File: src/rtl/key_wr_arb_pkg.sv
// Shared types and constants for the two-requester AXI write arbiter.
// Optional response watchdog is enabled by defining KEY_WR_ARB_TMO_EN.
package key_wr_arb_pkg;

  typedef enum logic [1:0] {
    IDLE = 2'd0,
    ADDR = 2'd1,
    DATA = 2'd2,
    RESP = 2'd3
  } state_e;

  localparam logic [1:0] RESP_OKAY   = 2'b00;
  localparam int         TMO_CYC_DEF = 4096;

endpackage : key_wr_arb_pkg

File: src/rtl/key_wr_arb_if.sv
// AXI4 write channels (AW, W, B) between the arbiter (master) and memory side (slave).
interface key_wr_arb_if #(
  parameter int ADDR_W = 32,
  parameter int DATA_W = 512
);

  logic [ADDR_W-1:0]   m_awaddr;
  logic [7:0]          m_awlen;
  logic                m_awvalid;
  logic                m_awready;
  logic [DATA_W-1:0]   m_wdata;
  logic [DATA_W/8-1:0] m_wstrb;
  logic                m_wlast;
  logic                m_wvalid;
  logic                m_wready;
  logic [1:0]          m_bresp;
  logic                m_bvalid;
  logic                m_bready;

  modport master (
    output m_awaddr, m_awlen, m_awvalid,
    input  m_awready,
    output m_wdata, m_wstrb, m_wlast, m_wvalid,
    input  m_wready,
    input  m_bresp, m_bvalid,
    output m_bready
  );

  modport slave (
    input  m_awaddr, m_awlen, m_awvalid,
    output m_awready,
    input  m_wdata, m_wstrb, m_wlast, m_wvalid,
    output m_wready,
    output m_bresp, m_bvalid,
    input  m_bready
  );

endinterface : key_wr_arb_if

File: src/rtl/key_wr_arb_rr_arb2.sv
// Two-way round-robin arbiter: a lone request wins, a tie goes to the requester
// not granted last. ptr holds the index of the last granted requester.
module rr_arb2 (
  input  logic [1:0] req,
  input  logic       en,
  input  logic       ptr,
  output logic [1:0] gnt,
  output logic       ptr_nxt
);

  always_comb begin
    // NOTE: every output gets a default first so no path through the block can infer a latch.
    gnt     = 2'b00;
    ptr_nxt = ptr;
    if (en) begin
      case (req)
        2'b01:   gnt = 2'b01;
        2'b10:   gnt = 2'b10;
        2'b11:   gnt = ptr ? 2'b01 : 2'b10;
        default: gnt = 2'b00;
      endcase
    end
    if (gnt != 2'b00) ptr_nxt = gnt[1];
  end

endmodule : rr_arb2

File: src/rtl/key_wr_arb.sv
// Arbitrates two burst writers onto one AXI4 write master port, one burst at a time.
// Define KEY_WR_ARB_TMO_EN to add a write-response watchdog of TMO_CYC cycles.
module key_wr_arb
  import key_wr_arb_pkg::*;
#(
  parameter int ADDR_W  = 32,
  parameter int DATA_W  = 512,
  parameter int TMO_CYC = TMO_CYC_DEF
) (
  input  logic                   aclk,
  input  logic                   areset,
  input  logic [1:0]             req,
  input  logic [1:0][ADDR_W-1:0] req_addr,
  input  logic [1:0][7:0]        req_len,
  output logic [1:0]             gnt,
  input  logic [1:0][DATA_W-1:0] s_wdata,
  input  logic [1:0]             s_wvalid,
  output logic [1:0]             s_wready,
  output logic [1:0]             done,
  output logic [1:0]             err,
  key_wr_arb_if.master           axi
);

  state_e            state_q, state_d;
  logic [1:0]        gnt_q;
  logic [ADDR_W-1:0] addr_q;
  logic [7:0]        len_q;
  logic [8:0]        beat_q;
  logic              ptr_q, ptr_d;
  logic [1:0]        arb_gnt;
  logic              sel;
  logic              beat_hs;
  logic              resp_hs;
  logic              tmo_hit;

  if (TMO_CYC < 1) begin : g_bad_tmo_cyc
    $error("key_wr_arb: TMO_CYC must be at least 1");
  end

  rr_arb2 u_arb (
    .req     (req),
    .en      (state_q == IDLE),
    .ptr     (ptr_q),
    .gnt     (arb_gnt),
    .ptr_nxt (ptr_d)
  );

  assign sel     = gnt_q[1];
  assign gnt     = gnt_q;
  assign beat_hs = (state_q == DATA) && axi.m_wvalid && axi.m_wready;
  assign resp_hs = (state_q == RESP) && axi.m_bvalid;

  // Pulses are suppressed while reset is asserted so an aborted burst never reports.
  assign done = (resp_hs && !areset) ? gnt_q : 2'b00;
  assign err  = (((resp_hs && (axi.m_bresp != RESP_OKAY)) || tmo_hit) && !areset) ? gnt_q : 2'b00;

`ifdef KEY_WR_ARB_TMO_EN
  localparam int TMO_W = $clog2(TMO_CYC + 1);
  logic [TMO_W-1:0] tmo_q;

  always_ff @(posedge aclk) begin
    if (areset || (state_q != RESP)) tmo_q <= '0;
    else                             tmo_q <= tmo_q + 1'b1;
  end

  // tmo_q counts completed RESP cycles, so this fires in the TMO_CYC-th one.
  assign tmo_hit = (state_q == RESP) && !axi.m_bvalid && (tmo_q == TMO_W'(TMO_CYC - 1));
`else
  assign tmo_hit = 1'b0;
`endif

  always_comb begin
    state_d = state_q;
    unique case (state_q)
      IDLE:    if (|req)                        state_d = ADDR;
      ADDR:    if (axi.m_awready)               state_d = DATA;
      DATA:    if (beat_hs && axi.m_wlast)      state_d = RESP;
      RESP:    if (resp_hs || tmo_hit)          state_d = IDLE;
      default:                                  state_d = IDLE;
    endcase
  end

  always_comb begin
    axi.m_awaddr  = addr_q;
    axi.m_awlen   = len_q;
    axi.m_awvalid = (state_q == ADDR);
    axi.m_wvalid  = 1'b0;
    axi.m_wdata   = '0;
    s_wready      = 2'b00;
    if (state_q == DATA) begin
      axi.m_wvalid  = s_wvalid[sel];
      axi.m_wdata   = s_wdata[sel];
      s_wready[sel] = axi.m_wready;
    end
    axi.m_wstrb   = axi.m_wvalid ? '1 : '0;
    axi.m_wlast   = (state_q == DATA) && (beat_q == {1'b0, len_q});
    axi.m_bready  = (state_q == RESP);
  end

  always_ff @(posedge aclk) begin
    if (areset) begin
      state_q <= IDLE;
      gnt_q   <= 2'b00;
      addr_q  <= '0;
      len_q   <= '0;
      beat_q  <= '0;
      ptr_q   <= 1'b1;
    end else begin
      // NOTE: non-blocking assignments so every register samples pre-edge values.
      state_q <= state_d;
      ptr_q   <= ptr_d;
      case (state_q)
        IDLE: if (|req) begin
          gnt_q  <= arb_gnt;
          addr_q <= req_addr[arb_gnt[1]];
          len_q  <= req_len[arb_gnt[1]];
          beat_q <= '0;
        end
        DATA: if (beat_hs) beat_q <= beat_q + 9'd1;
        RESP: if (resp_hs || tmo_hit) gnt_q <= 2'b00;
        default: ;
      endcase
    end
  end

endmodule : key_wr_arb
File: src/flat_wrapper.sv
// flat-port wrapper written by rule: the top's interface ports become plain ports
module key_wr_arb_flat import key_wr_arb_pkg::*;
#(
  parameter int ADDR_W  = 32,
  parameter int DATA_W  = 512,
  parameter int TMO_CYC = TMO_CYC_DEF
)
  (aclk, areset, req, req_addr, req_len, gnt, s_wdata, s_wvalid, s_wready, done, err, axi_m_awaddr, axi_m_awlen, axi_m_awvalid, axi_m_awready, axi_m_wdata, axi_m_wstrb, axi_m_wlast, axi_m_wvalid, axi_m_wready, axi_m_bresp, axi_m_bvalid, axi_m_bready);
  key_wr_arb_if #(.ADDR_W(ADDR_W), .DATA_W(DATA_W)) axi_i ();
  input  logic aclk;
  input  logic areset;
  input  logic [1:0] req;
  input  logic [1:0][ADDR_W-1:0] req_addr;
  input  logic [1:0][7:0] req_len;
  output logic [1:0] gnt;
  input  logic [1:0][DATA_W-1:0] s_wdata;
  input  logic [1:0] s_wvalid;
  output logic [1:0] s_wready;
  output logic [1:0] done;
  output logic [1:0] err;
  output wire logic [$bits(axi_i.m_awaddr)-1:0] axi_m_awaddr;
  output wire logic [$bits(axi_i.m_awlen)-1:0] axi_m_awlen;
  output wire logic [$bits(axi_i.m_awvalid)-1:0] axi_m_awvalid;
  input wire logic [$bits(axi_i.m_awready)-1:0] axi_m_awready;
  output wire logic [$bits(axi_i.m_wdata)-1:0] axi_m_wdata;
  output wire logic [$bits(axi_i.m_wstrb)-1:0] axi_m_wstrb;
  output wire logic [$bits(axi_i.m_wlast)-1:0] axi_m_wlast;
  output wire logic [$bits(axi_i.m_wvalid)-1:0] axi_m_wvalid;
  input wire logic [$bits(axi_i.m_wready)-1:0] axi_m_wready;
  input wire logic [$bits(axi_i.m_bresp)-1:0] axi_m_bresp;
  input wire logic [$bits(axi_i.m_bvalid)-1:0] axi_m_bvalid;
  output wire logic [$bits(axi_i.m_bready)-1:0] axi_m_bready;
  assign axi_m_awaddr = axi_i.m_awaddr;
  assign axi_m_awlen = axi_i.m_awlen;
  assign axi_m_awvalid = axi_i.m_awvalid;
  assign axi_i.m_awready = axi_m_awready;
  assign axi_m_wdata = axi_i.m_wdata;
  assign axi_m_wstrb = axi_i.m_wstrb;
  assign axi_m_wlast = axi_i.m_wlast;
  assign axi_m_wvalid = axi_i.m_wvalid;
  assign axi_i.m_wready = axi_m_wready;
  assign axi_i.m_bresp = axi_m_bresp;
  assign axi_i.m_bvalid = axi_m_bvalid;
  assign axi_m_bready = axi_i.m_bready;
  key_wr_arb #(.ADDR_W(ADDR_W), .DATA_W(DATA_W), .TMO_CYC(TMO_CYC)) u_core (.aclk(aclk), .areset(areset), .req(req), .req_addr(req_addr), .req_len(req_len), .gnt(gnt), .s_wdata(s_wdata), .s_wvalid(s_wvalid), .s_wready(s_wready), .done(done), .err(err), .axi(axi_i));
endmodule
File: config.mk
export PLATFORM = sky130hd
export DESIGN_NAME = key_wr_arb_flat
export DESIGN_NICKNAME = d
export VERILOG_FILES = /design/src/rtl/key_wr_arb_pkg.sv /design/src/rtl/key_wr_arb_if.sv /design/src/rtl/key_wr_arb_rr_arb2.sv /design/src/rtl/key_wr_arb.sv /design/src/flat_wrapper.sv
export SDC_FILE = /design/constraint.sdc
export NUM_CORES = 1
export LEC_CHECK = 0
export ABC_AREA = 0
export BUFFER_PORTS_ARGS = -buffer_cell sky130_fd_sc_hd__buf_4
export CORE_AREA = 2 2 676 678
export CTS_BUF_LIST = sky130_fd_sc_hd__clkbuf_8
export DETAILED_ROUTE_END_ITERATION = 6
export DIE_AREA = 0 0 678 680
export PLACE_DENSITY = 0.3
export SKIP_LAST_GASP = 1
export SYNTH_ARGS = -nofsm -noshare
export SYNTH_HDL_FRONTEND = slang
export SYNTH_HIERARCHICAL = 1
export SYNTH_SLANG_ARGS = --single-unit
File: constraint.sdc
create_clock -name aclk -period 6 [get_ports aclk]
set_input_delay 0.6 -clock aclk [delete_from_list [all_inputs] [get_ports aclk]]
set_output_delay 0.6 -clock aclk [all_outputs]
set_load 0.05 [all_outputs]
### Word-level counts from Yosys, hierarchy flattened

Index checks and enable logic that the tools add are counted.

| cells by class | value |
|---|---|
| order comparisons | 3 |
| reduce and logical (&&, ||, !) cells | 20 |
| bitwise gates (word level) | 1 |
| equality and inequality tests | 12 |
| muxes and demuxes | 29 |
| $add $sub $neg | 1 |

Operators by type and width:

| kind | number |
|---|---|
| $mux W512 | 3 |
| $mux W32 | 2 |
| $mux W64 | 1 |
| $mux W2 | 10 |
| $mux W9 | 2 |
| $pmux W9 S2 | 1 |
| $mux W8 | 2 |
| $add A9 B1 Y9 const B | 1 |
| $eq A9 B8 Y1 | 1 |
| $logic_and A1 B1 Y1 | 9 |
| $eq A2 B2 Y1 const B | 4 |
| $ne A2 B1 Y1 const B | 4 |
| $pmux W2 S4 | 1 |
| $reduce_bool A2 Y1 | 4 |
| $pmux W2 S3 | 1 |
| $reduce_and A3 Y1 | 2 |
| $eq A2 B1 Y1 const B | 2 |
| $lt A1 B2 Y1 const B | 2 |
| $mux W1 | 4 |
| $pmux W2 S2 | 1 |
| $reduce_and A4 Y1 | 1 |
| $and A2 B2 Y2 | 1 |
| $logic_not A2 Y1 | 1 |
| $ne A2 B2 Y1 const B | 1 |
| other kinds (5) | 5 |

| word-level totals | value |
|---|---|
| register bits after elaboration | 54 |
| output and inout bits | 628 |
| word-level logic and storage cells | 72 |

### Longest topological paths before layout

Gate-level depths: netlist of run 1.

| logic depth | value |
|---|---|
| depth in word-level cells | 8 |
| gate-level depth with buffers | 8 |

### Cells and area by module

The synthesis of run 1 kept the hierarchy.

Modules (own cells, without submodules):

| module | instances | area an instance (um2) | sequential area each (um2) | cells an instance |
|---|---|---|---|---|
| key_wr_arb | 1 | 10704.0 | 1081.0 | 1492 |
| rr_arb2 | 1 | 36.3 | 0.0 | 7 |

### Least setup slack after synthesis of run 1

No wires, ideal clock.

| path | value |
|---|---|
| path type | reg-to-output |
| from | reg u_core.gnt_q[1], in the netlist u_core/gnt[1] |
| to | out axi_m_wstrb[0] |
| stages on the path, launching flop included | 5 |
| required time | 5400 ps |
| arrival | 2906 ps |
| slack | 2494 ps |
| cell sequence | dfxtp_1 > buf_2 > mux2_4 > and2_1 > buf_4 |

| between the ends | value |
|---|---|
| cells in the longest elaborated chain, start to end | 4 |

RTL lines:

| item | line | RTL |
|---|---|---|
| from (decl) | key_wr_arb.sv:25 | `logic [1:0] gnt_q;` |
| from (signal assigned) | key_wr_arb.sv:114 | `gnt_q <= arb_gnt;` |
| $mux W1 (not written as such) (2 in series) | key_wr_arb.sv:91 | `axi.m_wvalid = s_wvalid[sel];` |
| $mux W1 | key_wr_arb.sv:90 | `if (state_q == DATA) begin` |
| via axi_m_wvalid | flat_wrapper.sv:28 | `output wire logic [$bits(axi_i.m_wvalid)-1:0] axi_m_wvalid;` |
| $mux W64 | key_wr_arb.sv:95 | `axi.m_wstrb = axi.m_wvalid ? '1 : '0;` |
| to (decl) | flat_wrapper.sv:26 | `output wire logic [$bits(axi_i.m_wstrb)-1:0] axi_m_wstrb;` |

The timed path passes the listed nets, and every way through them passes these cells. The select of a mux whose other input is x is not followed.

### Final worst setup path of run 1

| path | value |
|---|---|
| from | reg u_core.state_q[1] |
| to | reg u_core.addr_q[3], in the netlist u_core/axi.m_awaddr[3] |

| between the ends | value |
|---|---|
| cells in the longest elaborated chain, start to end | 4 |
| elaborated cells between the ends (all ways) | 5 |
| classes of those cells | mux (3); reduce/logical (2) |

RTL lines:

| item | line | RTL |
|---|---|---|
| from (decl) | key_wr_arb.sv:24 | `state_e state_q, state_d;` |
| from (signal assigned) | key_wr_arb.sv:110 | `state_q <= state_d;` |
| $logic_not A2 Y1 | key_wr_arb.sv:42 | `.en (state_q == IDLE),` |
| $mux W2 | key_wr_arb_rr_arb2.sv:15 | `if (en) begin` |
| via u_core.arb_gnt[1] | key_wr_arb.sv:30 | `logic [1:0] arb_gnt;` |
| $mux W32 (not written as such) (2 in series) | key_wr_arb.sv:115 | `addr_q <= req_addr[arb_gnt[1]];` |
| to (signal assigned) | key_wr_arb.sv:115 |  |
| to (decl) | key_wr_arb.sv:26 | `logic [ADDR_W-1:0] addr_q;` |

The timed path passes the listed nets, and every way through them passes these cells. The select of a mux whose other input is x is not followed.
A chain may end at the register's enable or synchronous reset.

==> summary.md, run 1 <==
| Metric | Value |
|---|---|
| WS Path Type | reg2reg |
| Largest family of logic cells by synthesized area | multiplexers |
| Mux cell area share after synthesis | 0.5186 |
| Final worst path period share | 0.8448 |
| Cell with the most instances after synthesis | nor2_1 |
| Final slew viol count | 0 |
| Initial DRC count | between 2,000 and 2,500 |
| Worst-path maximum fanout | 23 |
| Max Cap Violations | 0 |
| Setup TNS | 0 ns |
| Grt met1 use | 0.2279 |
| Vias/cell | around 2.7 |
| Peak Freq | 197.3 MHz |
| Crit path DAT | between 5 and 6 ns |
| Die Y | slightly below 700 um |
| Starting density of the core | 0.02364 |
| Synth area leaders | mux2i_1, nor2_1, dfxtp_1, buf_4, buf_2 |
| Pin count of the biggest net entering global routing | 98 |
| Post-synthesis sequential area ratio | 0.1007 |
| CTS tree | yes |
| Fill cell count | 53,970 |
| Post-synth EDFFs | 0 |
| Final Hold Fails | 0 |
| Synth Instances | approximately 1,500 |
| Routed len/inst | roughly 60 um |
| Area share of fa/ha/maj cells after synthesis | 0.005825 |
| Die X | between 600 and 700 um |
| H-tree levels | 2 |
| Final cell count without fillers | approximately 9,200 |
| Die area | between 0.4 and 0.5 sq mm |
| Residual DRC count | 0 |
| Async set-reset flop share out of synthesis | 0 |
| DRT Pass-1 Iters | 5 |
| CP cell instances | inv_1 -> ha_1 -> nand2_1 -> a21oi_4 -> buf_4 -> mux2i_1 -> a211oi_1 |
| CTS clk-pin slew, worst paths | approximately 0.13 ns |
| CP required | slightly above 6 ns |
| # rows | around 250 |
| Clock Latency Late Sink | around 0.39 ns |
| Critical Path End Type | register |
| Core Box Area | 0.4543 sq mm |
| Pleak | around 12 nW |
| Status | finished, final reports clean |
| Met2 global-route usage | 0.3917 |
| Final setup vio count | 0 |
| # resized after CTS | 0 |
| RSZ-0062 raised after global routing | false |
| Clk sinks | 54 |
| Worst-Margin Slew | 1.460 ns |
| Synth Cell Area | roughly 0.011 sq mm |
| Compound-Gate Fraction of Synth Area | 0.03693 |
| Top-area cell type share of the netlist area | 0.5172 |
| CP peak stage delay | roughly 1.2 ns |
| Final Core Density | 0.06910 |
| Num CTS Buffers | 5 |
| GRT Util Overall | 0.2321 |
| Deepest clock path buffer count | 2 |
| Post-CTS setup buffer count | 0 |
| Avg Cell Area, Syn | around 7 sq um |
| Slew HR | 0.02460 |
| Initial antenna violation count | 500 |
| Critical path's top delay family | compound AO/OA/AOI/OAI gates |
| CTS root buf | clkbuf_8 |
| Clock Skew | approximately 0.021 ns |
| Area Overhead vs Synth | 192.3% |
| Post-Synth Simple-Gate Area | 0.2234 |
| Vias in the first global route | between 20,000 and 25,000 |
| Critical Path Source Type | register |
| Buf/Inv on CP | 2 |
| Yosys warnings | 6 |
| Synth cell count leaders | nor2_1, mux2i_1, buf_2 |
| Ys flop type | dfxtp_1 |
| Synthesized flop and latch total | 54 |
| Post-DP HPWL | 529,400 um |
| Fin nets | roughly 4,200 |
| Port bufs | approximately 1,700 |
| Met3 Use GR | 0.1276 |
| DP Cell Count | a little over 9,000 |
| Worst hold path type | in2reg |
| Overflow after GRT | 0 |
| First-pass GRT wire length | between 600,000 and 700,000 um |
| Netlist cell types | 36 |
| DR vias | approximately 24,000 |
| Post-route ant nets | 0 |
| Slowest CP cell | a21oi_4 |
| Share of cells above drive strength 1 | 0.5957 |
| GR peak layer | met2 |
| VDD IR max | approximately 0.13 mV |
| XOR/XNOR Fraction of Synth Area | 0.01223 |
| Ports | between 1,500 and 2,000 |
| Drt total wl | around 560,000 um |
| Hold buffer count at CTS | 0 |
| Cell taking the most area after synthesis | mux2i_1 |
| Final Critical Period | 5.069 ns |
| Pwr Density | between 300 and 400 mW/mm^2 |
| Net Count, Synth | between 2,000 and 3,000 |
| RD Place Congestion | roughly 1.2 |
-- worst min-delay path: cells and delay by family --
kind	cells	cell delay (ns)
muxes	1	0.13
buffers and inverters	1	0.12
AOI/OAI and AO/OA	1	0.08
-- logic make-up (layout without fill, tap and decap cells) --
family / after synthesis / in the layout
compound gates: 53 / 53
simple gates: 611 / 611
xor+xnor: 15 / 15
mux: 556 / 556
buf+inv: 205 / 1800
other cells: 0 / 138
fa+ha+maj: 5 / 5
flops: 54 / 54
-- where the power goes --
| part | internal [mW] | switching, mW |
|---|---|---|
| clock | 0.128 | 0.185 |
| combinational | 2.39 | 8.59 |
| sequential | 0.462 | 0.260 |
-- through the flow --
stage	setup slack [ns]	area (sq um)	total power [mW]	hold slack, ns
5_1_grt	1.089	31230	11.99	0.6106
3_5_place_dp	1.264	30930	11.75	0.6000
4_1_cts	1.051	31040	12.08	0.5823
2_1_floorplan	2.494	10740	5.408	0.4780
3_3_place_gp	0.9026	30890	12.36	0.6893
6_report	0.9309	31390	12.01	0.5985
-- path summary, 6_finish.rpt --
kind                                   startpoint                                   end  slack (ns)  cells after the start
max                u_core/state_q[1]$_SDFFE_PP0P_   u_core/axi.m_awaddr[3]$_SDFFE_PP0P_        0.93                      7
min                                  req_addr[45]  u_core/axi.m_awaddr[13]$_SDFFE_PP0P_        0.60                      3
max reg2reg        u_core/state_q[1]$_SDFFE_PP0P_   u_core/axi.m_awaddr[3]$_SDFFE_PP0P_        0.93                      7
min reg2reg  u_core/axi.m_awaddr[26]$_SDFFE_PP0P_  u_core/axi.m_awaddr[26]$_SDFFE_PP0P_        0.64                      2
-- final cells by class --
type / instances / area (sq um) / area share
Clock inverter: 3 / 47.55 / 0.001515
Multi-Input combinational cell: 1240 / 8761 / 0.2791
Antenna cell: 138 / 345.3 / 0.01100
Tap cell: 6000 / 7507 / 0.2392
Inverter: 5 / 26.28 / 0.0008371
Timing Repair Buffer: 1787 / 13550 / 0.4316
Clock buffer: 5 / 68.82 / 0.002192
Sequential cell: 54 / 1085 / 0.03456
-- metal layers --
layer,vias to the layer above,wire length [um],part of all wire
met5,-,1784,0.0032
met4,266,38050,0.068
met3,1170,68290,0.12
met2,2615,261500,0.47
met1,12060,187300,0.34
li1,8376,-,-
-- sequential cells by signal (all words and copies together), names as in the netlist --
| signal | cells |
|---|---|
| u_core/axi.m_awaddr | 32 |
| u_core/beat_q | 9 |
| u_core/axi.m_awlen | 8 |
| u_core/gnt | 2 |
| u_core/state_q | 2 |
| u_core/ptr_q | 1 |
-- placed cells by master (no fill, tap or decap), types with 8 or more instances in the layout --
cell,synthesis,final
a211oi_1,41,41
buf_4,64,1777
mux2i_1,555,521
nand2_1,8,8
dfxtp_1,54,53
diode_2,0,138
nor2_1,568,568
buf_12,0,9
mux2i_2,0,28
xnor2_1,14,14
Note: power is estimated with default switching activity, not from simulation.
==> run 2, diff against run 1 <==
--- a/config.mk
+++ b/config.mk
@@ -5,12 +5,12 @@
 export SDC_FILE = /design/constraint.sdc
 export NUM_CORES = 1
 export LEC_CHECK = 0
-export ABC_AREA = 0
+export ABC_AREA = 1
 export BUFFER_PORTS_ARGS = -buffer_cell sky130_fd_sc_hd__buf_4
-export CORE_AREA = 2 2 676 678
+export CORE_AREA = 2 2 678 680
 export CTS_BUF_LIST = sky130_fd_sc_hd__clkbuf_8
 export DETAILED_ROUTE_END_ITERATION = 6
-export DIE_AREA = 0 0 678 680
+export DIE_AREA = 0 0 680 682
 export PLACE_DENSITY = 0.3
 export SKIP_LAST_GASP = 1
 export SYNTH_ARGS = -nofsm -noshare
==> constraint.sdc (replaced) <==
create_clock -name aclk -period 4.2 [get_ports aclk]
set_input_delay 0.42 -clock aclk [delete_from_list [all_inputs] [get_ports aclk]]
set_output_delay 0.42 -clock aclk [all_outputs]
set_load 0.05 [all_outputs]
==> run 2 against run 1 <==
Effect of this change:
- sequential share of layout area increased by 0.076 points
- global-route usage decreased by 6.3 points
- clock skew decreased by 0.0046 ns
- sequential power increased by 18%
- via count decreased by 0.93%
- flip-flop and latch count unchanged
- largest cell class unchanged
- core utilization decreased by 0.19 points
- routed wire length decreased by 26%
==> summary.md, run 2 <==
| Metric | Value |
|---|---|
| DRT Pass-1 Iters | 5 (unchanged) |
| Synth cell count leaders | nand2_1, a21oi_1, buf_2 |
| Net Count, Synth | 3,329 (+27%) |
| Clock Latency Late Sink | 0.41 ns (+0.02 ns) |
| Initial DRC count | 1,776 (-21%) |
| Area Overhead vs Synth | 193.2% |
| Post-synth EDFFs | 0 (unchanged) |
| Commonest non-fill, non-tap cell in the layout | buf_4 |
| RD Place Congestion | 0.9850 (-16%) |
| Ports | 1,743 (unchanged) |
| Hold buffer count at CTS | 0 (unchanged) |
| Multi-input gate area | 0.007791 sq mm (-11%) |
| Slowest CP cell | nand2_1 |
| R2R Path Start | u_core/gnt[1]$_SDFFE_PP0P_ |
| Critical Path End Type | primary output |
| Ys flop type | dfxtp_1 |
| Sequential Power Share | 0.047 (-0.013) |
| Num CTS Buffers | 5 (unchanged) |
| Netlist cell types | 24 (-33%) |
| Hold path start | areset |
| Synth Cell Area | 0.01048 sq mm (-2.5%) |
| Drt total wl | 409,700 um (-26%) |
| Placed inst area | 0.03038 sq mm (-1.8%) |
| # rows | 249 (+0.40%) |
| Post-synthesis sequential area ratio | 0.1032 (+0.002536) |
| Synthesized flop and latch total | 54 (unchanged) |
| Clk network pwr share | 0.022 (-0.004) |
| Final Hold Fails | 0 (unchanged) |
| Internal power | 4.508 mW (+51%) |
| Share of cells above drive strength 1 | 0.4839 (-0.1118) |
| Cell with the most instances after synthesis | nand2_1 |
| Worst-path maximum fanout | 148 (+540%) |
| Status | finished, final reports clean |
| CTS tree | yes |
| Fill cell count | 54,710 (+1.4%) |
| Pleak | 13.32 nW (+11%) |
| Design area | 0.03071 sq mm (-2.2%) |
| Synth area leaders | nand2_1, a21oi_1, dfxtp_1, buf_4, buf_2 |
| Setup TNS | 0 ns (unchanged) |
| Total Power | 18.02 mW (+50%) |
| Async set-reset flop share out of synthesis | 0 (unchanged) |
| Clk sinks | 54 (unchanged) |
| Max reg flops | 32 (unchanged) |
| VDD IR max | 0.2313 mV (+73%) |
| Register Area | 0.001085 sq mm (unchanged) |
| CP Launch Point | u_core/gnt[1]$_SDFFE_PP0P_ |
| Initial antenna violation count | 484 (-3.2%) |
| H-tree levels | 2 (unchanged) |
| CTS root buf | clkbuf_8 |
| Residual DRC count | 0 (unchanged) |
| Worst hold path type | in2reg |
| First-pass GRT wire length | 459,000 um (-26%) |
| CP required | 3.78 ns (-2.41 ns) |
| Fin nets | 4,876 (+16%) |
| Starting density of the core | 0.02291 (-0.0007364) |
| CP peak stage delay | 0.76 ns (-0.39 ns) |
| Post-CTS setup buffer count | 0 (unchanged) |
| Post-DP HPWL | 386,800 um (-27%) |
| Pin count of the biggest net entering global routing | 149 (+52%) |
| Worst-Margin Slew | 1.219 ns (-0.2412 ns) |
| Critical Path Source Type | register |
| Crit path DAT | 3.45 ns (-1.81 ns) |
| Commonest cells after routing, fill and taps aside | buf_4, nand2_1, a21oi_1, inv_1, nor2_1 |
| Final setup vio count | 0 (unchanged) |
| Final Core Density | 0.06715 (-0.001942) |
| Slew HR | 0.1876 (+0.1630) |
| Clock Skew | 0.01622 ns (-0.004611 ns) |
| Final worst path period share | 0.9220 |
| Overflow after GRT | 0 (unchanged) |
| GRT Util Overall | 0.1687 (-0.06334) |
| Final Critical Period | about 3.9 ns |
| Die X | 680 um (+0.29%) |
| Cell taking the most area after synthesis | nand2_1 |
| Core Box Area | 0.4574 sq mm (+0.68%) |
| Max Cap Violations | 0 (unchanged) |
| WS Path Type | reg2out |
| Switch share | 0.7498 (-0.002175) |
| Logic pwr share | 0.930 (+0.016) |
| Yosys warnings | 6 (unchanged) |
| RSZ-0062 raised after global routing | false |
| Psw | 13.51 mW (+50%) |
| Port bufs | 1,742 (unchanged) |
| Final slew viol count | 0 (unchanged) |
| # resized after CTS | 0 (unchanged) |
| Die area | 0.4638 sq mm (+0.59%) |
| DR vias | 24,260 (-0.93%) |
| Pwr Density | 586.7 mW/mm^2 (+53%) |
| CTS clk-pin slew, worst paths | 0.15 ns (+0.02 ns) |
| Post-route ant nets | 0 (unchanged) |
| Top-area cell type share of the netlist area | 0.3852 (-0.1321) |
| Peak Freq | 258.2 MHz |
| Vias in the first global route | 22,690 (-7.3%) |
| Routed len/inst | 41.48 um (-31%) |
| Deepest clock path buffer count | 2 (unchanged) |
| Die Y | 682 um (+0.29%) |
| Synth Instances | 2,209 (+47%) |
| Avg Cell Area, Syn | 4.743 sq um (-34%) |
| Vias/cell | 2.457 (-7.4%) |
| CP cell instances | buf_12 -> nand2_1 -> a21oi_1 -> buf_4 |
run 2: cell count changes after synthesis, moves of 26 or more:
cell      delta
a211oi_1    -39
mux2i_1    -555
nand2_1   +1067
nor2_1     -510
o21ai_0     +44
clkbuf_1    +26
inv_1       +70
a21oi_1    +603
run 2: cell type report:
class / count / share of cell area
inverters: 77 / 0.009981
clock buffers: 5 / 0.002241
clock inverters: 3 / 0.0007740
multi-input cells: 1820 / 0.2537
repair buffers: 1798 / 0.4448
flip-flops and latches: 54 / 0.03532
well taps: 6024 / 0.2454
diodes: 96 / 0.007822
run 2: path summary, 6_finish.rpt:
path | endpoint | slack (ns) | cells after the start
setup / recovery | axi_m_wdata[128] | 0.33 | 4
hold / removal | u_core/beat_q[8]$_SDFFE_PP0P_ | 0.29 | 2
setup reg to reg | u_core/beat_q[0]$_SDFFE_PP0P_ | 1.11 | 10
hold reg to reg | u_core/beat_q[8]$_SDFFE_PP0P_ | 0.53 | 2
run 2: metrics by stage:
stage,instances,setup WS [ns],hold slack [ns]
after floorplan,2209,0.6882,0.4670
after global placement,9773,0.5233,0.5189
after detailed placement,9773,0.5246,0.5093
after CTS,9781,0.009615,0.2397
after global routing,9809,0.1611,0.2451
final,9877,0.3277,0.2884
run 2: cell families after synthesis:
group                      Yosys count  share of synthesized area
adders and majority gates            5                   0.005972
DFF                                 54                     0.1032
and+or+nand+nor                   1150                     0.4151
xor gates and xnor gates             5                   0.004180
buffers and inverters              335                     0.1545
AOI/OAI and AO/OA                  660                     0.3170
run 2: per-layer routing:
layer,part of all wire,wire (um),track usage,vias to the layer above
met1,0.36,147900,0.1793,11240
met4,0.026,10780,0.02971,256
met2,0.48,197300,0.2935,1792
met5,0.0040,1659,0,-
met3,0.13,52040,0.09408,755
li1,-,-,-,10220
run 2: critical path: cells and delay by family, from the launching register on:
family	cells	cell delay [ns]
buffers and inverters	2	0.67
AND/OR/NAND/NOR	1	0.76
AO/OA/AOI/OAI	1	0.43
flip-flops	1	0.63
run 2: power groups by stage:
stage	Clock (mW)	Combinational, mW	Sequential [mW]
2_1_floorplan	0	8.34	1.29
3_3_place_gp	0	17.4	0.867
3_5_place_dp	0	17.3	0.868
4_1_cts	0.437	17.3	0.864
5_1_grt	0.449	17.6	0.885
6_report	0.401	16.8	0.853
==> run 3, diff against run 2 <==
--- a/config.mk
+++ b/config.mk
@@ -11,6 +11,7 @@
 export CTS_BUF_LIST = sky130_fd_sc_hd__clkbuf_8
 export DETAILED_ROUTE_END_ITERATION = 6
 export DIE_AREA = 0 0 680 682
+export MAX_ROUTING_LAYER = met4
 export PLACE_DENSITY = 0.3
 export SKIP_LAST_GASP = 1
 export SYNTH_ARGS = -nofsm -noshare
==> run 3 against run 2 <==
Effect of this change:
- first-iteration DRC count grew 4.9%
- sequential power shrank 0.8%
- clock power grew 25%
- flip-flop and latch count is the same
- non-clock buffer count grew 4
- critical path type unchanged
- highest routed layer is now met4
- hold slack gained 0.0039 ns
- global-route usage grew 0.47 points
- sequential share of layout area is essentially flat
- combinational power is essentially flat
- die area is the same
- total power grew 1.6%
- worst setup slack lost 0.17 ns
==> summary.md, run 3 (same netlist as run 2, synthesis figures left out) <==
| Metric | Value |
|---|---|
| Status | finished, final reports clean |
| Sequential Power Share | 0.046 (about the same) |
| Pleak | 13.38 nW (+0.47%) |
| First-pass GRT wire length | 458,800 um (about the same) |
| Ports | 1,743 (unchanged) |
| CTS clk-pin slew, worst paths | 0.15 ns (about the same) |
| Total Power | 18.31 mW (+1.6%) |
| Vias/cell | 2.413 (-1.8%) |
| Routed len/inst | 41.12 um (-0.87%) |
| Post-route ant nets | 0 (unchanged) |
| Final Hold Fails | 0 (unchanged) |
| Share of cells above drive strength 1 | 0.4855 (+0.001612) |
| RD Place Congestion | 1.006 (+2.1%) |
| Overflow after GRT | 0 (unchanged) |
| Switch share | 0.7444 (-0.005436) |
| Critical Path Source Type | register |
| CP required | 3.78 ns (about the same) |
| Slowest CP cell | a21oi_1 |
| Initial DRC count | 1,863 (+4.9%) |
| CTS root buf | clkbuf_8 |
| Register Area | 0.001085 sq mm (unchanged) |
| Final slew viol count | 0 (unchanged) |
| Worst-path maximum fanout | 70 (-53%) |
| Final setup vio count | 0 (unchanged) |
| Residual DRC count | 0 (unchanged) |
| CP peak stage delay | 0.60 ns (-0.16 ns) |
| Port bufs | 1,742 (unchanged) |
| Crit path DAT | 3.62 ns (+0.17 ns) |
| Die Y | 682 um (unchanged) |
| Final cell count without fillers | 9,953 (+0.77%) |
| DP Cell Count | 9,777 (+0.041%) |
| VDD IR max | 0.2724 mV (+18%) |
| Initial antenna violation count | 484 (unchanged) |
| Internal power | 4.681 mW (+3.8%) |
| Final Critical Period | 4.042 ns (+0.1702 ns) |
| Post-DP HPWL | 388,000 um (+0.29%) |
| Peak Freq | 247.4 MHz (-4.2%) |
| Vias in the first global route | 22,580 (-0.49%) |
| Clk network pwr share | 0.027 (+0.005) |
| RSZ-0062 raised after global routing | false |
| Pin count of the biggest net entering global routing | 118 (-21%) |
| Worst-Margin Slew | 1.304 ns (+0.08574 ns) |
| Logic pwr share | 0.926 (-0.004) |
| WS Path Type | reg2out |
| Clk sinks | 54 (unchanged) |
| Critical Path End Type | primary output |
| Drt total wl | 409,300 um (-0.11%) |
| Clock Skew | 0.03577 ns (+0.01955 ns) |
| Worst hold path type | in2reg |
| Commonest cells after routing, fill and taps aside | buf_4, nand2_1, a21oi_1, inv_1, nor2_1 |
| DR vias | 24,020 (-1.0%) |
| Num CTS Buffers | 5 (unchanged) |
| Area Overhead vs Synth | 196.0% |
| H-tree levels | 2 (unchanged) |
| Commonest non-fill, non-tap cell in the layout | buf_4 |
| Fin nets | 4,880 (+0.082%) |
| Clock Latency Late Sink | 0.40 ns (about the same) |
| Setup TNS | 0 ns (unchanged) |
| Pwr Density | 590.7 mW/mm^2 (+0.68%) |
| GRT Util Overall | 0.1734 (+0.004706) |
| Die area | 0.4638 sq mm (unchanged) |
| Die X | 680 um (unchanged) |
| Max Cap Violations | 0 (unchanged) |
| # rows | 249 (unchanged) |
| Starting density of the core | 0.02291 (unchanged) |
| Deepest clock path buffer count | 2 (unchanged) |
| Slew HR | 0.1304 (-0.05716) |
| Final worst path period share | 0.9625 (+0.04052) |
| CP cell instances | inv_8 -> buf_6 -> nand2_1 -> a21oi_1 -> buf_4 |
| Psw | 13.63 mW (+0.90%) |
| Max reg flops | 32 (unchanged) |
| Fill cell count | 54,610 (-0.18%) |
| CTS tree | yes |
| Multi-input gate area | 0.007806 sq mm (+0.19%) |
| DRT Pass-1 Iters | 5 (unchanged) |
| Hold buffer count at CTS | 0 (unchanged) |
| Core Box Area | 0.4574 sq mm (unchanged) |
==> run 3: cell count changes in the layout (fill, tap and decap cells not counted), sizes merged <==
cell	delta
buf	+4
bufinv	+2
clkbuf	+1
clkinvlp	-2
diode	+72
inv	-1
==> run 3: repair_timing <==
action                                  in CTS  in global routing
buffers inserted                             0                  0
resized for setup                            5                  0
endpoints found under the setup margin       5                  0
==> run 3: worst paths after layout <==
kind	startpoint	to	slack (ns)	cells past startpoint
worst max-delay path	u_core/gnt[1]$_SDFFE_PP0P_	axi_m_wdata[182]	0.16	5
worst min-delay path	areset	u_core/beat_q[8]$_SDFFE_PP0P_	0.29	2
worst max register to register	u_core/gnt[1]$_SDFFE_PP0P_	u_core/beat_q[5]$_SDFFE_PP0P_	1.29	10
worst min register to register	u_core/beat_q[8]$_SDFFE_PP0P_	u_core/beat_q[8]$_SDFFE_PP0P_	0.54	2
==> run 3: area by class of cell <==
| class | count | area share |
|---|---|---|
| antenna | 168 | 0.01356 |
| sequential | 54 | 0.03499 |
| inverter | 77 | 0.009887 |
| tap | 6024 | 0.2431 |
| clock buffer | 6 | 0.002663 |
| clock inverter | 2 | 0.001937 |
| timing repair buffer | 1802 | 0.4421 |
| multi-input combinational | 1820 | 0.2518 |
==> run 3: metal layers <==
| metal | vias up | part of all wire | GRT usage |
|---|---|---|---|
| li1 | 10360 | - | - |
| met1 | 11230 | 0.36 | 0.1820 |
| met2 | 1853 | 0.48 | 0.2959 |
| met3 | 577 | 0.13 | 0.08559 |
| met4 | 0 | 0.028 | 0.02969 |
| met5 | - | 0 | - |
==> run 3: power by group through the flow <==
stage               Combinational, mW  Clock, mW  Sequential [mW]
floorplan                        8.34          0             1.29
global placement                 17.5          0            0.865
detailed placement               17.4          0            0.863
CTS                              17.5      0.545            0.859
global route                     17.8      0.548            0.879
finish                           17.0      0.503            0.846
==> run 3: metrics by stage <==
step	cell area, sq um	worst slack, ns	hold WS [ns]	util
after floorplan	10480	0.6882	0.4670	-
after global placement	30420	0.2920	0.5279	0.06652
after detailed placement	30420	0.3461	0.5137	0.06652
after CTS	30580	0.1571	0.2418	0.06687
after global routing	30980	0.1770	0.2659	0.06775
final	31000	0.1575	0.2923	0.06779
==> run 3: worst max-delay path: cells and delay by family, from the launching register on <==
kind / cells / cell delay (ns)
AOI/OAI and AO/OA: 1 / 0.60
buffers and inverters: 3 / 1.09
DFF: 1 / 0.49
and+or+nand+nor: 1 / 0.33
